===== config.mk =====
export PLATFORM = sky130hd
export DESIGN_NAME = adder_perf_harness
export DESIGN_NICKNAME = d
export VERILOG_FILES = /design/src/rtl/adder_perf_pkg.sv /design/src/rtl/perf_misr.sv /design/src/rtl/radix4adder_new.sv /design/src/rtl/traditional_adder.sv /design/src/rtl/adder_perf_harness.sv
export SDC_FILE = /design/constraint.sdc
export NUM_CORES = 1
export LEC_CHECK = 0
export ABC_AREA = 1
export CORE_MARGIN = 2
export CORE_UTILIZATION = 47
export DETAILED_ROUTE_END_ITERATION = 10
export PLACE_DENSITY = 0.77
export SLEW_MARGIN = 20
export SYNTH_ARGS = -nofsm -noshare
export SYNTH_HDL_FRONTEND = slang
export SYNTH_SLANG_ARGS = --single-unit
export TNS_END_PERCENT = 1

===== constraint.sdc =====
create_clock -name clk -period 2.35 [get_ports clk]
set_input_delay 0.705 -clock clk [delete_from_list [all_inputs] [get_ports clk]]
set_output_delay 0.705 -clock clk [all_outputs]
set_load 0.005 [all_outputs]

===== src/rtl/adder_perf_pkg.sv =====
// adder_perf_pkg: shared types, polynomials and helper functions for the
// adder performance harness (and the planned multiplier harness).
//   state_e          : harness run-control states
//   LFSR_POLY        : Galois LFSR taps, right-shifting form
//   MISR_POLY        : MISR feedback taps, left-shifting form (x^32 implicit)
//   lfsr_step        : one LFSR advance
//   fold32           : XOR of all 32-bit slices of a zero-padded word
//   sanitise_digits  : clears digit fields holding the most-negative code
package adder_perf_pkg;

  typedef enum logic [1:0] {
    ST_IDLE  = 2'd0,
    ST_RUN   = 2'd1,
    ST_DRAIN = 2'd2,
    ST_DONE  = 2'd3
  } state_e;

  localparam logic [31:0] LFSR_POLY  = 32'h8020_0003;
  localparam logic [31:0] MISR_POLY  = 32'h0040_0007;
  localparam logic [31:0] LFSR_RESET = 32'h0000_0001;

  // Widest {cout, result} word the helpers accept.
  localparam int FOLD_BITS = 256;

  function automatic logic [31:0] lfsr_step(input logic [31:0] s);
    return s[0] ? ((s >> 1) ^ LFSR_POLY) : (s >> 1);
  endfunction

  function automatic logic [31:0] fold32(input logic [FOLD_BITS-1:0] v);
    logic [31:0] r;
    r = '0;
    for (int k = 0; k < FOLD_BITS / 32; k++) begin
      r ^= 32'(v >> (32 * k));
    end
    return r;
  endfunction

  // A field equal to 100..0 lies outside +/-(RADIX-1); only its MSB is set,
  // so clearing that bit turns it into digit 0.
  function automatic logic [FOLD_BITS-1:0] sanitise_digits(
    input logic [FOLD_BITS-1:0] v,
    input int unsigned          digit_bits,
    input int unsigned          n_digits
  );
    logic [FOLD_BITS-1:0] r, msb_mask, field_mask;
    r          = v;
    msb_mask   = FOLD_BITS'(1) << (digit_bits - 1);
    field_mask = (msb_mask << 1) - FOLD_BITS'(1);
    for (int unsigned i = 0; i < n_digits; i++) begin
      if (((v >> (i * digit_bits)) & field_mask) == msb_mask) begin
        r &= ~(msb_mask << (i * digit_bits));
      end
    end
    return r;
  endfunction

endpackage


===== src/rtl/perf_misr.sv =====
// perf_misr: 32-bit multiple-input signature register.
//   clk_i   : clock
//   rst_i   : synchronous active-high reset (signature -> 0)
//   clr_i   : load zero (wins over en_i)
//   en_i    : compact data_i into the signature this cycle
//   data_i  : 32-bit word to compact
//   sig_o   : current signature
module perf_misr
  import adder_perf_pkg::*;
(
  input  logic        clk_i,
  input  logic        rst_i,
  input  logic        clr_i,
  input  logic        en_i,
  input  logic [31:0] data_i,
  output logic [31:0] sig_o
);

  logic [31:0] sig_q, sig_d;

  always_comb begin
    sig_d = sig_q;
    if (clr_i) begin
      sig_d = '0;
    end else if (en_i) begin
      sig_d = {sig_q[30:0], 1'b0} ^ (sig_q[31] ? MISR_POLY : 32'h0) ^ data_i;
    end
  end

  always_ff @(posedge clk_i) begin
    if (rst_i) sig_q <= '0;
    else       sig_q <= sig_d;
  end

  assign sig_o = sig_q;

endmodule


===== src/rtl/radix4adder_new.sv =====
// radix4adder_new: signed-digit (carry-free) adder. Each RADIX_BITS field is
// a two's-complement digit; cin is the transfer into digit 0 and cout the
// transfer out of the top digit.
//   input_1, input_2 : signed-digit operands
//   cin              : incoming transfer digit
//   output_1         : signed-digit sum
//   cout             : outgoing transfer digit (sign-extended)
module radix4adder_new #(
  parameter int NO_OF_DIGITS = 8,
  parameter int RADIX_BITS   = 3,
  parameter int RADIX        = 4
) (
  input  logic [NO_OF_DIGITS*RADIX_BITS-1:0] input_1,
  input  logic [NO_OF_DIGITS*RADIX_BITS-1:0] input_2,
  input  logic [RADIX_BITS-1:0]              cin,
  output logic [NO_OF_DIGITS*RADIX_BITS-1:0] output_1,
  output logic [RADIX_BITS-1:0]              cout
);

  localparam int EW = RADIX_BITS + 2;
  localparam logic signed [EW-1:0] HALF = EW'(RADIX / 2);
  localparam logic signed [EW-1:0] RAD  = EW'(RADIX);
  localparam logic signed [EW-1:0] ONE  = EW'(1);

  logic signed [EW-1:0] a_d, b_d, p, t, w, t_in;

  // Per digit: p = a + b = RADIX*t + w with t in {-1,0,1}; the sum digit is
  // w plus the transfer from the digit below, so no carry ripples further.
  always_comb begin
    output_1 = '0;
    a_d      = '0;
    b_d      = '0;
    p        = '0;
    t        = '0;
    w        = '0;
    t_in     = {{2{cin[RADIX_BITS-1]}}, cin};
    for (int i = 0; i < NO_OF_DIGITS; i++) begin
      a_d = {{2{input_1[i*RADIX_BITS+RADIX_BITS-1]}}, input_1[i*RADIX_BITS +: RADIX_BITS]};
      b_d = {{2{input_2[i*RADIX_BITS+RADIX_BITS-1]}}, input_2[i*RADIX_BITS +: RADIX_BITS]};
      p   = a_d + b_d;
      if (p >= HALF)       t = ONE;
      else if (p < -HALF)  t = -ONE;
      else                 t = '0;
      if (t == ONE)        w = p - RAD;
      else if (t == -ONE)  w = p + RAD;
      else                 w = p;
      output_1[i*RADIX_BITS +: RADIX_BITS] = RADIX_BITS'(w + t_in);
      t_in = t;
    end
    cout = t_in[RADIX_BITS-1:0];
  end

endmodule


===== src/rtl/traditional_adder.sv =====
// traditional_adder: binary carry adder.
//   input_1, input_2 : W-bit operands
//   cin              : carry-in, added as an unsigned value
//   output_1         : low W bits of the sum
//   cout             : carry out of bit W-1, zero-extended
module traditional_adder #(
  parameter int NO_OF_DIGITS = 8,
  parameter int RADIX_BITS   = 3
) (
  input  logic [NO_OF_DIGITS*RADIX_BITS-1:0] input_1,
  input  logic [NO_OF_DIGITS*RADIX_BITS-1:0] input_2,
  input  logic [RADIX_BITS-1:0]              cin,
  output logic [NO_OF_DIGITS*RADIX_BITS-1:0] output_1,
  output logic [RADIX_BITS-1:0]              cout
);

  localparam int W = NO_OF_DIGITS * RADIX_BITS;

  logic [W:0] sum_full;

  assign sum_full = {1'b0, input_1} + {1'b0, input_2} + {{(W + 1 - RADIX_BITS){1'b0}}, cin};
  assign output_1 = sum_full[W-1:0];
  assign cout     = {{(RADIX_BITS - 1){1'b0}}, sum_full[W]};

endmodule


===== src/rtl/adder_perf_harness.sv =====
// adder_perf_harness: self-stimulating performance wrapper around either the
// signed-digit online adder or the conventional carry adder.
//   clk, rst               : clock, synchronous active-high reset
//   start                  : one-cycle run request (honoured in IDLE/DONE)
//   mode, run_len, seed    : run configuration, captured on an accepted start
//   input_1, input_2, cin  : external operands (mode 0)
//   output_1_reg, cout_reg : registered adder result / carry
//   busy, done             : RUN or DRAIN / DONE
//   issued                 : operands issued in the current or last run
//   signature              : MISR over every valid result
//
// state    | meaning
// ---------+------------------------------------------------------------
// ST_IDLE  | after reset, waiting for start
// ST_RUN   | one operand issued per cycle until issued == run_len
// ST_DRAIN | no issue; waiting for the valid pipeline to empty
// ST_DONE  | signature final; a new start may begin another run
module adder_perf_harness
  import adder_perf_pkg::*;
#(
  parameter int NO_OF_DIGITS = 8,
  parameter int RADIX_BITS   = 3,
  parameter int RADIX        = 4,
  parameter int ONLINE_ADDER = 1,
  parameter int PIPE_STAGES  = 1,
  localparam int W = NO_OF_DIGITS * RADIX_BITS
) (
  input  logic                  clk,
  input  logic                  rst,
  input  logic                  start,
  input  logic                  mode,
  input  logic [15:0]           run_len,
  input  logic [31:0]           seed,
  input  logic [W-1:0]          input_1,
  input  logic [W-1:0]          input_2,
  input  logic [RADIX_BITS-1:0] cin,
  output logic [W-1:0]          output_1_reg,
  output logic [RADIX_BITS-1:0] cout_reg,
  output logic                  busy,
  output logic                  done,
  output logic [15:0]           issued,
  output logic [31:0]           signature
);

  localparam int REPS = W / 32 + 1;

  state_e                state_q, state_d;
  logic                  mode_q;
  logic [15:0]           run_len_q, issued_q;
  logic [31:0]           lfsr_q, lfsr_rev;
  logic                  start_ok, issue, pipe_busy;
  logic [W-1:0]          src1, src2, sum_w;
  logic [RADIX_BITS-1:0] srcc, cout_w;

  logic [W-1:0]           opa_q [PIPE_STAGES];
  logic [W-1:0]           opb_q [PIPE_STAGES];
  logic [RADIX_BITS-1:0]  opc_q [PIPE_STAGES];
  logic [PIPE_STAGES-1:0] vld_q;
  logic                   out_vld_q;

  assign start_ok  = start && (state_q == ST_IDLE || state_q == ST_DONE);
  assign issue     = (state_q == ST_RUN);
  assign pipe_busy = (|vld_q) || out_vld_q;

  always_comb begin
    state_d = state_q;
    unique case (state_q)
      ST_IDLE, ST_DONE: if (start) state_d = (run_len == 16'd0) ? ST_DONE : ST_RUN;
      ST_RUN:           if (issued_q + 16'd1 == run_len_q) state_d = ST_DRAIN;
      ST_DRAIN:         if (!pipe_busy) state_d = ST_DONE;
      default:          state_d = ST_IDLE;
    endcase
  end

  always_ff @(posedge clk) begin
    if (rst) begin
      state_q   <= ST_IDLE;
      mode_q    <= 1'b0;
      run_len_q <= '0;
      issued_q  <= '0;
      lfsr_q    <= LFSR_RESET;
    end else begin
      state_q <= state_d;
      if (start_ok) begin
        mode_q    <= mode;
        run_len_q <= run_len;
        issued_q  <= '0;
        lfsr_q    <= (seed == 32'h0) ? LFSR_RESET : seed;
      end else if (issue) begin
        if (issued_q != run_len_q) issued_q <= issued_q + 16'd1;
        lfsr_q <= lfsr_step(lfsr_q);
      end
    end
  end

  assign lfsr_rev = {<<{lfsr_q}};

  // Operands wider than 32 bits see the LFSR word repeated.
  always_comb begin
    if (mode_q) begin
      src1 = W'({REPS{lfsr_q}});
      src2 = W'({REPS{lfsr_rev}});
      srcc = lfsr_q[RADIX_BITS-1:0];
      if (ONLINE_ADDER != 0) begin
        src1 = W'(sanitise_digits(FOLD_BITS'(src1), RADIX_BITS, NO_OF_DIGITS));
        src2 = W'(sanitise_digits(FOLD_BITS'(src2), RADIX_BITS, NO_OF_DIGITS));
        srcc = RADIX_BITS'(sanitise_digits(FOLD_BITS'(srcc), RADIX_BITS, 1));
      end
    end else begin
      src1 = input_1;
      src2 = input_2;
      srcc = cin;
    end
  end

  // Stage 0 loads every cycle; only the valid bit depends on the state.
  always_ff @(posedge clk) begin
    if (rst) begin
      for (int k = 0; k < PIPE_STAGES; k++) begin
        opa_q[k] <= '0;
        opb_q[k] <= '0;
        opc_q[k] <= '0;
      end
      vld_q        <= '0;
      out_vld_q    <= 1'b0;
      output_1_reg <= '0;
      cout_reg     <= '0;
    end else begin
      opa_q[0] <= src1;
      opb_q[0] <= src2;
      opc_q[0] <= srcc;
      vld_q[0] <= issue;
      for (int k = 1; k < PIPE_STAGES; k++) begin
        opa_q[k] <= opa_q[k-1];
        opb_q[k] <= opb_q[k-1];
        opc_q[k] <= opc_q[k-1];
        vld_q[k] <= vld_q[k-1];
      end
      output_1_reg <= sum_w;
      cout_reg     <= cout_w;
      out_vld_q    <= vld_q[PIPE_STAGES-1];
    end
  end

  if (ONLINE_ADDER != 0) begin : g_online
    radix4adder_new #(
      .NO_OF_DIGITS(NO_OF_DIGITS),
      .RADIX_BITS  (RADIX_BITS),
      .RADIX       (RADIX)
    ) u_adder (
      .input_1 (opa_q[PIPE_STAGES-1]),
      .input_2 (opb_q[PIPE_STAGES-1]),
      .cin     (opc_q[PIPE_STAGES-1]),
      .output_1(sum_w),
      .cout    (cout_w)
    );
  end else begin : g_trad
    traditional_adder #(
      .NO_OF_DIGITS(NO_OF_DIGITS),
      .RADIX_BITS  (RADIX_BITS)
    ) u_adder (
      .input_1 (opa_q[PIPE_STAGES-1]),
      .input_2 (opb_q[PIPE_STAGES-1]),
      .cin     (opc_q[PIPE_STAGES-1]),
      .output_1(sum_w),
      .cout    (cout_w)
    );
  end

  perf_misr u_misr (
    .clk_i (clk),
    .rst_i (rst),
    .clr_i (start_ok),
    .en_i  (out_vld_q),
    .data_i(fold32(FOLD_BITS'({cout_reg, output_1_reg}))),
    .sig_o (signature)
  );

  assign busy   = (state_q == ST_RUN) || (state_q == ST_DRAIN);
  assign done   = (state_q == ST_DONE);
  assign issued = issued_q;

endmodule


==> flow_summary.ini <==
[critical_path]
cp_max_fo = 2
critPathLaunchType = register
timing.rr.start = opb_q[0][18]
critPathSlowestCell = fa_1
reg2reg_to = output_1_reg[23]
crit_top_cell = inv_1
reg2regPathDepth = 13
critPathTopFamily = adder cells
critPathBufInv = 3
r2r_slack_ps = -80
crit_end = output_1_reg[23]
end_kind = register
critPathArrivalTime_ps = 2740
worstSetupPathType = reg -> reg
crit_chain = ha_1 > inv_1 > fa_1 > xnor2_2 > inv_1 > o21ai_2 > o21ai_1 > ha_1 > inv_1 > fa_1 > xor2_1 > o21ai_1 > a21oi_1
max_stage_delay_ps = 400
cp_num_cells = 13
cp.required_ps = 2660
cp-startpoint = opb_q[0][18]

[power]
power_density_nw_per_um2 = 1120
cellLeakagePower_nw = 5.33
swShare = 0.385
irDropWorstVdd_v = 0.00104
total_power_mw = 13.4
clockPowerShare = 0.207
netSwitchingPower_mw = 5.16
power.internal_mw = 8.24
power_frac_seq = 0.348
pwr-share-comb = 0.445

[drt]
wl_um = 23500
routedWlPerCell_um = 14.5
route.detailed.drc = 0
viasPerCell = 5.16
final_antenna_net_count = 0
first_iter_violations = 480
firstDrtPassIters = 5
vias = 8367

[yosys]
yosys_warnings = 0
synthTopCellsByArea = dfxtp_1 (39%), nor2_1 (7.6%), nand2_1 (6.5%)
syn-cell-area_um2 = 9040
async_reset_ff_frac = 0
synth.distinct_cells = 45
synthFlopType = dfxtp_1
synth_area_leader_cell = dfxtp_1
synth-seq-cells = 178
synth_top_area_frac = 0.394
netlist_instances = 1184
seq_area_frac_synth = 0.394
synth_area_per_cell_um2 = 7.63
synth_edf_count = 0
yosys-top-cells-count = nor2_1 (183), dfxtp_1 (178), nand2_1 (156)
syn-num-nets = 1341
synth.most_common_cell = nor2_1

[timing]
holdWs_ps = 467
worst_pin_slew_ps = 525
max_slew_margin = 0.648
setup_ws_ps = -76.9
fin_crit_sh = 1.03
setup_viol = 5
fmax_mhz = 412
fin_skew_ps = 11.7
min_period_ps = 2430
rsz0062_at_grt = true
slew_violations = 0
finalHoldViolCount = 0

[cts]
cts_tree = built
cts_buffer_depth = 2
clk_root_buffer_cell = clkbuf_16
insertion_delay_ps = 440
clk_pin_slew_worst_paths_ps = 70
cts.htree.levels = 4
cts_made_buffers = 17
clock_sinks = 178

[floorplanning]
fp-row-count = 50
dieArea_um2 = 20400
io_pins = 180
chipHeight_um = 143
core-area_um2 = 18800
fp.dieW_um = 143
start_util = 0.482

[placement]
place_hpwl_um = 17800
dp_cells = 1588
post-place-ws_ps = -136
place.gp.congestion = 0.924
port_buffers = 179

[finish]
nFillCells = 1585
area_growth_pct = 32.8
drive_gt1_frac = 0.102
fin_cells = 1622
diodes = 0
num-nets-final = 1532

[hold_path]
hold_class = reg -> reg

[global_route]
grt_pass1_wl_um = 38000
overflow = 0
grt_pass1_vias = 7772
grt_max_degree = 42
gr-usage-all-layers = 0.234
antenna_found_initial = 0

[flow_run]
cap_violations = 0

[status]
failed_checks = negative setup slack
run_status = finished with violations
-- power by group through the flow --
| stage | Sequential, mW | Combinational, mW | Clock (mW) |
|---|---|---|---|
| final | 4.66 | 5.96 | 2.77 |
| after global routing | 4.76 | 6.72 | 2.94 |
| after CTS | 4.65 | 5.75 | 2.80 |
| after detailed placement | 4.70 | 5.66 | 0 |
| after global placement | 4.68 | 5.52 | 0 |
| after floorplan | 4.50 | 3.67 | 0 |
-- metal layers --
metal,up-vias,global-route usage,wire (um)
met1,3831,0.312,10400
met4,0,0.0797,493
met2,273,0.378,11000
li1,4225,-,-
met5,-,0,0
met3,38,0.0483,1560
-- what timing repair did --
item	4_1_cts	5_1_grt
hold buffers	0	0
setup endpoints to repair	9	16
setup buffers	0	2
gates resized for setup	14	32
pin swaps	8	7
-- cell type report --
| class | instances | area, um^2 | area share |
|---|---|---|---|
| timing repair buffer | 227 | 2200 | 0.183 |
| sequential | 178 | 3570 | 0.297 |
| tap | 234 | 293 | 0.0244 |
| inverter | 150 | 563 | 0.0469 |
| multi-input combinational | 801 | 4810 | 0.400 |
| clock buffer | 19 | 453 | 0.0377 |
| clock inverter | 13 | 128 | 0.0106 |
-- per-stage QoR --
step	utilization	cell area, um^2	TNS [ps]
floorplan	-	9040	-268
global placement	0.601	11300	-220
global route	0.640	12000	-1580
CTS	0.633	11900	-463
finish	0.640	12000	-248
detailed placement	0.601	11300	-902
-- placed cells by master (no fill, tap or decap), types with 23 or more instances in the layout --
cell	synthesis	layout
inv_1	141	140
nor3_1	23	23
nor2_1	183	183
a21oi_1	82	82
o21ai_0	101	86
xnor2_1	31	23
ha_1	38	32
buf_4	2	44
xor2_1	42	40
clkdlybuf4s50_1	0	177
nand3_1	39	39
nand2_1	156	156
dfxtp_1	178	177
-- worst min-delay path by stage --
| stage | from | endpoint | slack (ps) | cells past startpoint |
|---|---|---|---|---|
| finish | vld_q | out_vld_q | 470 | 2 |
| global route | vld_q | out_vld_q | 490 | 2 |
| CTS | vld_q | out_vld_q | 460 | 2 |
| detailed placement | vld_q | out_vld_q | 450 | 2 |
| global placement | vld_q | out_vld_q | 450 | 2 |
| floorplan | vld_q | out_vld_q | 410 | 2 |
-- worst register-to-register path: stages, from the launching register on --
cell and delay [ps]:
dfxtp_1 310, ha_1 150, inv_1 60, fa_1 400
xnor2_2 160, inv_1 110, o21ai_2 70, o21ai_1 110
ha_1 160, inv_1 40, fa_1 370, xor2_1 180
o21ai_1 140, a21oi_1 50
-- logic make-up after synthesis --
| family | share of synthesized area |
|---|---|
| xor gates and xnor gates | 0.0725 |
| DFF | 0.394 |
| adders and majority gates | 0.0925 |
| and+or+nand+nor | 0.214 |
| AOI/OAI and AO/OA | 0.138 |
| buffers and inverters | 0.0886 |
(Power assumes the default switching activity.)
